### config.mk
export PLATFORM = sky130hd
export DESIGN_NAME = tournament_chooser_ctrl
export DESIGN_NICKNAME = d
export VERILOG_FILES = /design/src/rtl/tournament_chooser_ctrl.sv
export SDC_FILE = /design/constraint.sdc
export NUM_CORES = 1
export LEC_CHECK = 0
export ABC_CLOCK_PERIOD_IN_PS = 7100
export CAP_MARGIN = 40
export CELL_PAD_IN_SITES_DETAIL_PLACEMENT = 0
export CELL_PAD_IN_SITES_GLOBAL_PLACEMENT = 1
export CORE_MARGIN = 2
export CORE_UTILIZATION = 45
export CTS_CLUSTER_DIAMETER = 200
export DETAILED_ROUTE_END_ITERATION = 16
export GPL_ROUTABILITY_DRIVEN = 0
export PLACE_DENSITY_LB_ADDON = 0.1
export SETUP_SLACK_MARGIN = 0.05
export SLEW_MARGIN = 20
export SYNTH_ARGS = -nofsm -noshare
export SYNTH_HDL_FRONTEND = slang
export SYNTH_SLANG_ARGS = --single-unit
### constraint.sdc
create_clock -name clock -period 7.1 [get_ports clock]
set_clock_uncertainty 0.05 [all_clocks]
set_input_delay 1.42 -clock clock [delete_from_list [all_inputs] [get_ports clock]]
set_output_delay 1.42 -clock clock [all_outputs]
set_load 0.05 [all_outputs]
### src/rtl/tournament_chooser_ctrl.sv
// tournament_chooser_ctrl
//
// Chooser (meta-predictor) for the tournament branch predictor. A table of
// 2-bit choice counters, indexed by pc[IDX_W+1:2], selects between the gshare
// (global) and two-level adaptive (local) predictions. Resolved-branch updates
// are queued in a small FIFO and drained one per cycle into the table. After
// reset an INIT sequence writes CTR_INIT into every entry before any request
// or update is accepted.
//
// Ports:
//   clock, reset          system clock, synchronous active-high reset
//   pred_valid/pred_ready prediction request handshake
//   pred_pc               PC of the request
//   global_pred           gshare prediction for pred_pc
//   local_pred            local prediction for pred_pc
//   pred_out_valid        result valid, one cycle after an accepted request
//   pred_taken            final taken/not-taken
//   pred_use_global       1 = global component chosen
//   upd_valid/upd_ready   resolved-branch update handshake
//   upd_pc                PC of the resolved branch
//   upd_global_pred       what gshare predicted
//   upd_local_pred        what the local predictor predicted
//   upd_taken             actual outcome
//   init_done             high once the table has been initialised
//
// Optional feature (macro TOURN_CHOOSER_STATS_EN):
//   stat_mispredict_cnt   16-bit saturating count of drained updates whose
//                         currently chosen component mispredicted

module tournament_chooser_ctrl #(
    parameter int         PC_W       = 32,
    parameter int         IDX_W      = 6,
    parameter int         FIFO_DEPTH = 4,
    parameter logic [1:0] CTR_INIT   = 2'b01
) (
    input  logic            clock,
    input  logic            reset,
    input  logic            pred_valid,
    input  logic [PC_W-1:0] pred_pc,
    input  logic            global_pred,
    input  logic            local_pred,
    output logic            pred_ready,
    output logic            pred_out_valid,
    output logic            pred_taken,
    output logic            pred_use_global,
    input  logic            upd_valid,
    output logic            upd_ready,
    input  logic [PC_W-1:0] upd_pc,
    input  logic            upd_global_pred,
    input  logic            upd_local_pred,
    input  logic            upd_taken,
    output logic            init_done
`ifdef TOURN_CHOOSER_STATS_EN
    ,
    output logic [15:0]     stat_mispredict_cnt
`endif
);

    localparam int ENTRIES = 1 << IDX_W;
    localparam int PTR_W   = $clog2(FIFO_DEPTH);
    localparam int UPD_W   = IDX_W + 3;

    typedef enum logic {
        ST_INIT,
        ST_RUN
    } state_t;

    state_t           state;
    state_t           state_next;
    logic [IDX_W-1:0] init_idx;
    logic             init_last;
    logic [1:0]       ctr_table [ENTRIES];

    logic [UPD_W-1:0] fifo_mem [FIFO_DEPTH];
    logic [PTR_W-1:0] wr_ptr;
    logic [PTR_W-1:0] rd_ptr;
    logic [PTR_W:0]   fifo_count;
    logic             fifo_full;
    logic             fifo_empty;
    logic             push;
    logic             pop;
    logic             pred_accept;

    logic [IDX_W-1:0] pred_idx;
    logic [1:0]       pred_ctr;
    logic [IDX_W-1:0] upd_idx;
    logic [IDX_W-1:0] head_idx;
    logic             head_gpred;
    logic             head_lpred;
    logic             head_taken;
    logic             g_ok;
    logic             l_ok;
    logic [1:0]       head_ctr;
    logic [1:0]       head_ctr_next;
    logic             unused_pc_bits;

    // Word-aligned PCs: bits [1:0] and everything above the index are ignored.
    assign pred_idx       = pred_pc[IDX_W+1:2];
    assign upd_idx        = upd_pc[IDX_W+1:2];
    assign unused_pc_bits = ^{pred_pc[PC_W-1:IDX_W+2], pred_pc[1:0],
                              upd_pc[PC_W-1:IDX_W+2], upd_pc[1:0]};

    assign init_last   = (init_idx == IDX_W'(ENTRIES - 1));
    assign fifo_full   = (fifo_count == (PTR_W+1)'(FIFO_DEPTH));
    assign fifo_empty  = (fifo_count == '0);
    assign pred_accept = pred_valid & pred_ready;
    assign push        = upd_valid & upd_ready;
    assign pop         = (state == ST_RUN) & ~fifo_empty;

    assign {head_idx, head_gpred, head_lpred, head_taken} = fifo_mem[rd_ptr];
    assign g_ok     = (head_gpred == head_taken);
    assign l_ok     = (head_lpred == head_taken);
    assign head_ctr = ctr_table[head_idx];
    assign pred_ctr = ctr_table[pred_idx];

    // State register; reset restarts INIT from any state.
    always_ff @(posedge clock) begin
        if (reset) begin
            state <= ST_INIT;
        end else begin
            state <= state_next;
        end
    end

    // Next state and handshake outputs. Nothing is accepted until the whole
    // table has been written during INIT.
    always_comb begin
        state_next = state;
        pred_ready = 1'b0;
        upd_ready  = 1'b0;
        init_done  = 1'b0;
        case (state)
            ST_INIT: begin
                if (init_last) begin
                    state_next = ST_RUN;
                end
            end
            ST_RUN: begin
                pred_ready = 1'b1;
                upd_ready  = ~fifo_full;
                init_done  = 1'b1;
            end
            default: begin
                state_next = ST_INIT;
            end
        endcase
    end

    // Saturating choice-counter update: move towards whichever component was
    // uniquely right; leave it alone when both or neither were right.
    always_comb begin
        head_ctr_next = head_ctr;
        if (g_ok && !l_ok && head_ctr != 2'd3) begin
            head_ctr_next = head_ctr + 2'd1;
        end else if (l_ok && !g_ok && head_ctr != 2'd0) begin
            head_ctr_next = head_ctr - 2'd1;
        end
    end

    // INIT walks the table index from 0 upward, one entry per cycle.
    always_ff @(posedge clock) begin
        if (reset) begin
            init_idx <= '0;
        end else if (state == ST_INIT) begin
            init_idx <= init_idx + 1'b1;
        end
    end

    // Single table write port: INIT fill or the drained FIFO head. A write in
    // the reset cycle is suppressed so a flushed update never lands.
    always_ff @(posedge clock) begin
        if (!reset) begin
            if (state == ST_INIT) begin
                ctr_table[init_idx] <= CTR_INIT;
            end else if (pop) begin
                ctr_table[head_idx] <= head_ctr_next;
            end
        end
    end

    // FIFO storage keeps only the table index plus the three outcome bits.
    always_ff @(posedge clock) begin
        if (push) begin
            fifo_mem[wr_ptr] <= {upd_idx, upd_global_pred, upd_local_pred, upd_taken};
        end
    end

    // FIFO pointers and occupancy; power-of-two depth makes the wrap free.
    always_ff @(posedge clock) begin
        if (reset) begin
            wr_ptr     <= '0;
            rd_ptr     <= '0;
            fifo_count <= '0;
        end else begin
            if (push) begin
                wr_ptr <= wr_ptr + 1'b1;
            end
            if (pop) begin
                rd_ptr <= rd_ptr + 1'b1;
            end
            case ({push, pop})
                2'b10:   fifo_count <= fifo_count + 1'b1;
                2'b01:   fifo_count <= fifo_count - 1'b1;
                default: fifo_count <= fifo_count;
            endcase
        end
    end

    // Registered prediction. The table read happens before any same-cycle
    // drain write lands, so a colliding update is seen one cycle later.
    always_ff @(posedge clock) begin
        if (reset) begin
            pred_out_valid  <= 1'b0;
            pred_taken      <= 1'b0;
            pred_use_global <= 1'b0;
        end else begin
            pred_out_valid <= pred_accept;
            if (pred_accept) begin
                pred_use_global <= pred_ctr[1];
                pred_taken      <= pred_ctr[1] ? global_pred : local_pred;
            end
        end
    end

`ifdef TOURN_CHOOSER_STATS_EN
    logic chosen_wrong;

    // Judge the drained update against the component chosen before the write.
    assign chosen_wrong = head_ctr[1] ? ~g_ok : ~l_ok;

    // Saturating mispredict counter, cleared by reset and while initialising.
    always_ff @(posedge clock) begin
        if (reset || state == ST_INIT) begin
            stat_mispredict_cnt <= '0;
        end else if (pop && chosen_wrong && stat_mispredict_cnt != 16'hFFFF) begin
            stat_mispredict_cnt <= stat_mispredict_cnt + 16'd1;
        end
    end
`endif

endmodule

==> metrics.md <==
| Metric | Value |
|---|---|
| Resized cells post-CTS | `0` |
| Proportion of layout cells with a drive suffix above 1 | `16.9%` |
| Core region area | `18100 µm²` |
| Pint | `0.00168 W` |
| Worst path slowest cell | `mux4_2` |
| Crit. End Element | `flop` |
| Commonest non-fill, non-tap cells in the layout | `edfxtp_1 (164), nor2_1 (95), mux4_2 (36)` |
| IO Pins | `79` |
| # nets final | `673` |
| Total iterations of the first detailed-routing run | `6` |
| Max_cap viols | `0` |
| Total CTS buffers | `17` |
| # Post-CTS Setup Buffers | `0` |
| Die H | `140 µm` |
| Status | `complete, no violations` |
| Setup WS post-layout | `1.72 ns` |
| Total global-route track usage | `20.7%` |
| Inserted Diodes | `0` |
| Slew Viols, Final | `0` |
| Critical Path Stages | `15` |
| Register bit total from synthesis | `183` |
| Ys Warns | `0` |
| PD cells | `230 nW/µm²` |
| Die Wd | `140 µm` |
| Syn avg cell area | `14.9 µm²` |
| Unique masters post-synth | `47` |
| H-Tree Depth | `4` |
| Max VDD drop | `0.161 mV` |
| Synth top area share | `58.9%` |
| Min Tclk post-route | `5.38 ns` |
| Leak pwr | `3.11 nW` |
| Cell repeated most along the worst path | `buf_4` |
| Worst-skew pair later-pin latency | `0.44 ns` |
| Critical path buffers and inverters | `4` |
| Crit path cell chain | `buf_4 > mux4_2 > buf_16 > buf_4 > mux4_2 > mux2i_1 > nor2_1 > or4_1 > and2_1 > ha_1 > or3_1 > o21ai_0 > a21oi_1 > o21ai_4 > buf_4` |
| Hold crit path type | `flop to flop` |
| Routed len/inst | `23.0 µm` |
| Cell Area, Synth | `8360 µm²` |
| RSZ-0062 raised after global routing | `false` |
| Clock sinks | `183` |
| Max FO, Critical Path | `48` |
| Seq/Total Area, Yosys | `63.5%` |
| Vias in the first global route | `5045` |
| Slew headroom | `47.6%` |
| Initial Utilization | `46.2%` |
| Dpl hpwl | `12.7 mm` |
| Cells after synthesis | `561` |
| Sequential cell fraction of total power | `52.9%` |
| Critical path data required time | `7.22 ns` |
| Crit path to | `ctr_table[15][0]` |
| DIE AREA | `19700 µm²` |
| Setup TNS Final | `0 ns` |
| Area added between synthesis and finish | `14.2%` |
| Setup slack at placement | `1.71 ns` |
| Initial drt markers | `406` |
| Dominant cells by area after synthesis | `edfxtp_1 (59%), mux4_2 (9.7%), dfxtp_1 (4.5%)` |
| Clock Path Buffers | `2` |
| Clock power share | `44.6%` |
| Slew @ Worst Pin | `0.786 ns` |
| Most common cell after layout, fill and taps aside | `edfxtp_1` |
| Worst R2R Setup Slack | `1.72 ns` |
| Vias per inst | `5.86` |
| Syn_nets | `643` |
| Final Cycle Share | `75.8%` |
| Clock transition at path regs | `0.08 ns` |
| Reg-to-Reg End | `ctr_table[15][0]` |
| Post-synth EDFFs | `164` |
| Peak Freq | `186 MHz` |
| Pin count of the biggest net entering global routing | `65` |
| CTS tree | `yes` |
| First-pass GRT wire length | `29.5 mm` |
| Initial antenna violation count | `0` |
| Comb pwr share | `2.5%` |
| Sw Share | `23.8%` |
| Crit start category | `flop` |
| Clk root buf | `clkbuf_16` |
| Net switching power of the design | `0.000523 W` |
| Async set-reset flop share out of synthesis | `0%` |
| Via count | `4885` |
| FILL cells | `1502` |
| Family with the most delay on the worst path | `multiplexers` |
| WS Path Type | `flop to flop` |
| Global route total overflow | `0` |
| Final setup violation count | `0` |
| CP peak stage delay | `0.80 ns` |
| Post-Route WL | `19.2 mm` |
| DR DRC count | `0` |
| Worst Reg-to-Reg Cells | `15` |
| Hold Fails Final Rpt | `0` |
| CP Data Arrival Time | `5.50 ns` |
| Main flop type after synthesis | `edfxtp_1` |
| CTS hold repair buffers | `0` |
| Worst hold slack | `0.418 ns` |
| Row cnt | `49` |
| Port-buffer cells | `26` |
| Remaining antenna violation count | `0` |
| Yosys top cell by area | `edfxtp_1` |
Yosys cell counts, drive strengths merged, types with 9 or more instances:
cell type	number
nor2b	11
dfxtp	19
clkbuf	9
inv	12
mux2i	34
a21oi	10
mux2	17
edfxtp	164
nand2	31
nor2	96
and3	9
mux4	44
buf	17
sequential cells by signal, summed over array words and instances, names as in the netlist, named ones only:
register         flops
ctr_table          128
pred_out_valid       1
fifo_mem            36
pred_taken           1
rd_ptr               2
pred_use_global      1
fifo_count           3
state                1
wr_ptr               2
init_idx             6
worst min-delay path by stage:
stage                     from              end  slack [ns]  cells past startpoint
2_1_floorplan        wr_ptr[1]        wr_ptr[1]        0.42                      2
3_3_place_gp   pred_use_global  pred_use_global        0.40                      2
3_5_place_dp   pred_use_global  pred_use_global        0.41                      2
4_1_cts        pred_use_global  pred_use_global        0.42                      2
5_1_grt        pred_use_global  pred_use_global        0.47                      2
6_report       pred_use_global  pred_use_global        0.42                      2
power groups by stage:
stage | Clock, W | Combinational [W] | Sequential (W)
2_1_floorplan | 0 | 0.0000274 | 0.00119
3_3_place_gp | 0 | 0.0000532 | 0.00119
3_5_place_dp | 0 | 0.0000548 | 0.00119
4_1_cts | 0.000994 | 0.0000550 | 0.00116
5_1_grt | 0.00104 | 0.0000599 | 0.00116
6_report | 0.000981 | 0.0000553 | 0.00116
logic make-up (layout without fill, tap and decap cells):
family / Yosys count / after routing / share of synthesized area [%]
DFF: 183 / 183 / 63.5
adders and majority gates: 9 / 9 / 1.44
and+or+nand+nor: 184 / 184 / 9.86
xor gates and xnor gates: 12 / 12 / 1.26
muxes: 95 / 95 / 18.6
AOI/OAI and AO/OA: 40 / 40 / 3.32
buffers and inverters: 38 / 81 / 2.10
worst reg2reg max path, delay by kind of cell, from the launching register on:
| family | cells | cell delay, ns |
|---|---|---|
| flip-flops | 1 | 0.31 |
| AND/OR/NAND/NOR | 4 | 1.29 |
| buffers and inverters | 4 | 1.20 |
| multiplexers | 3 | 1.42 |
| adder cells (fa/ha/maj) | 1 | 0.21 |
| AO/OA/AOI/OAI | 3 | 0.63 |
layer usage:
| metal | vias to the layer above | wire length [µm] | GRT usage [%] |
|---|---|---|---|
| li1 | 2217 | - | - |
| met1 | 2498 | 8140 | 27.1 |
| met2 | 140 | 9650 | 35.0 |
| met3 | 30 | 906 | 3.56 |
| met4 | 0 | 489 | 7.50 |
| met5 | - | 0 | 0 |
per-stage QoR:
stage / instances / cell area (µm²) / total power [W] / util [%]
after floorplan: 561 / 8360 / 0.00121 / -
after global placement: 798 / 8860 / 0.00124 / 49.0
after CTS: 833 / 9550 / 0.00221 / 52.8
after global routing: 833 / 9550 / 0.00226 / 52.8
after detailed placement: 801 / 8910 / 0.00124 / 49.3
final: 833 / 9550 / 0.00220 / 52.8
area by class of cell:
type	instances	area (µm²)	area share (%)
clock buffer	17	425	4.46
multi-input combinational	340	2900	30.4
timing repair buffer	37	370	3.88
inverter	12	45.0	0.472
clock inverter	15	209	2.19
tap	229	287	3.00
sequential	183	5310	55.6
Note: power is estimated with default switching activity, not from simulation.
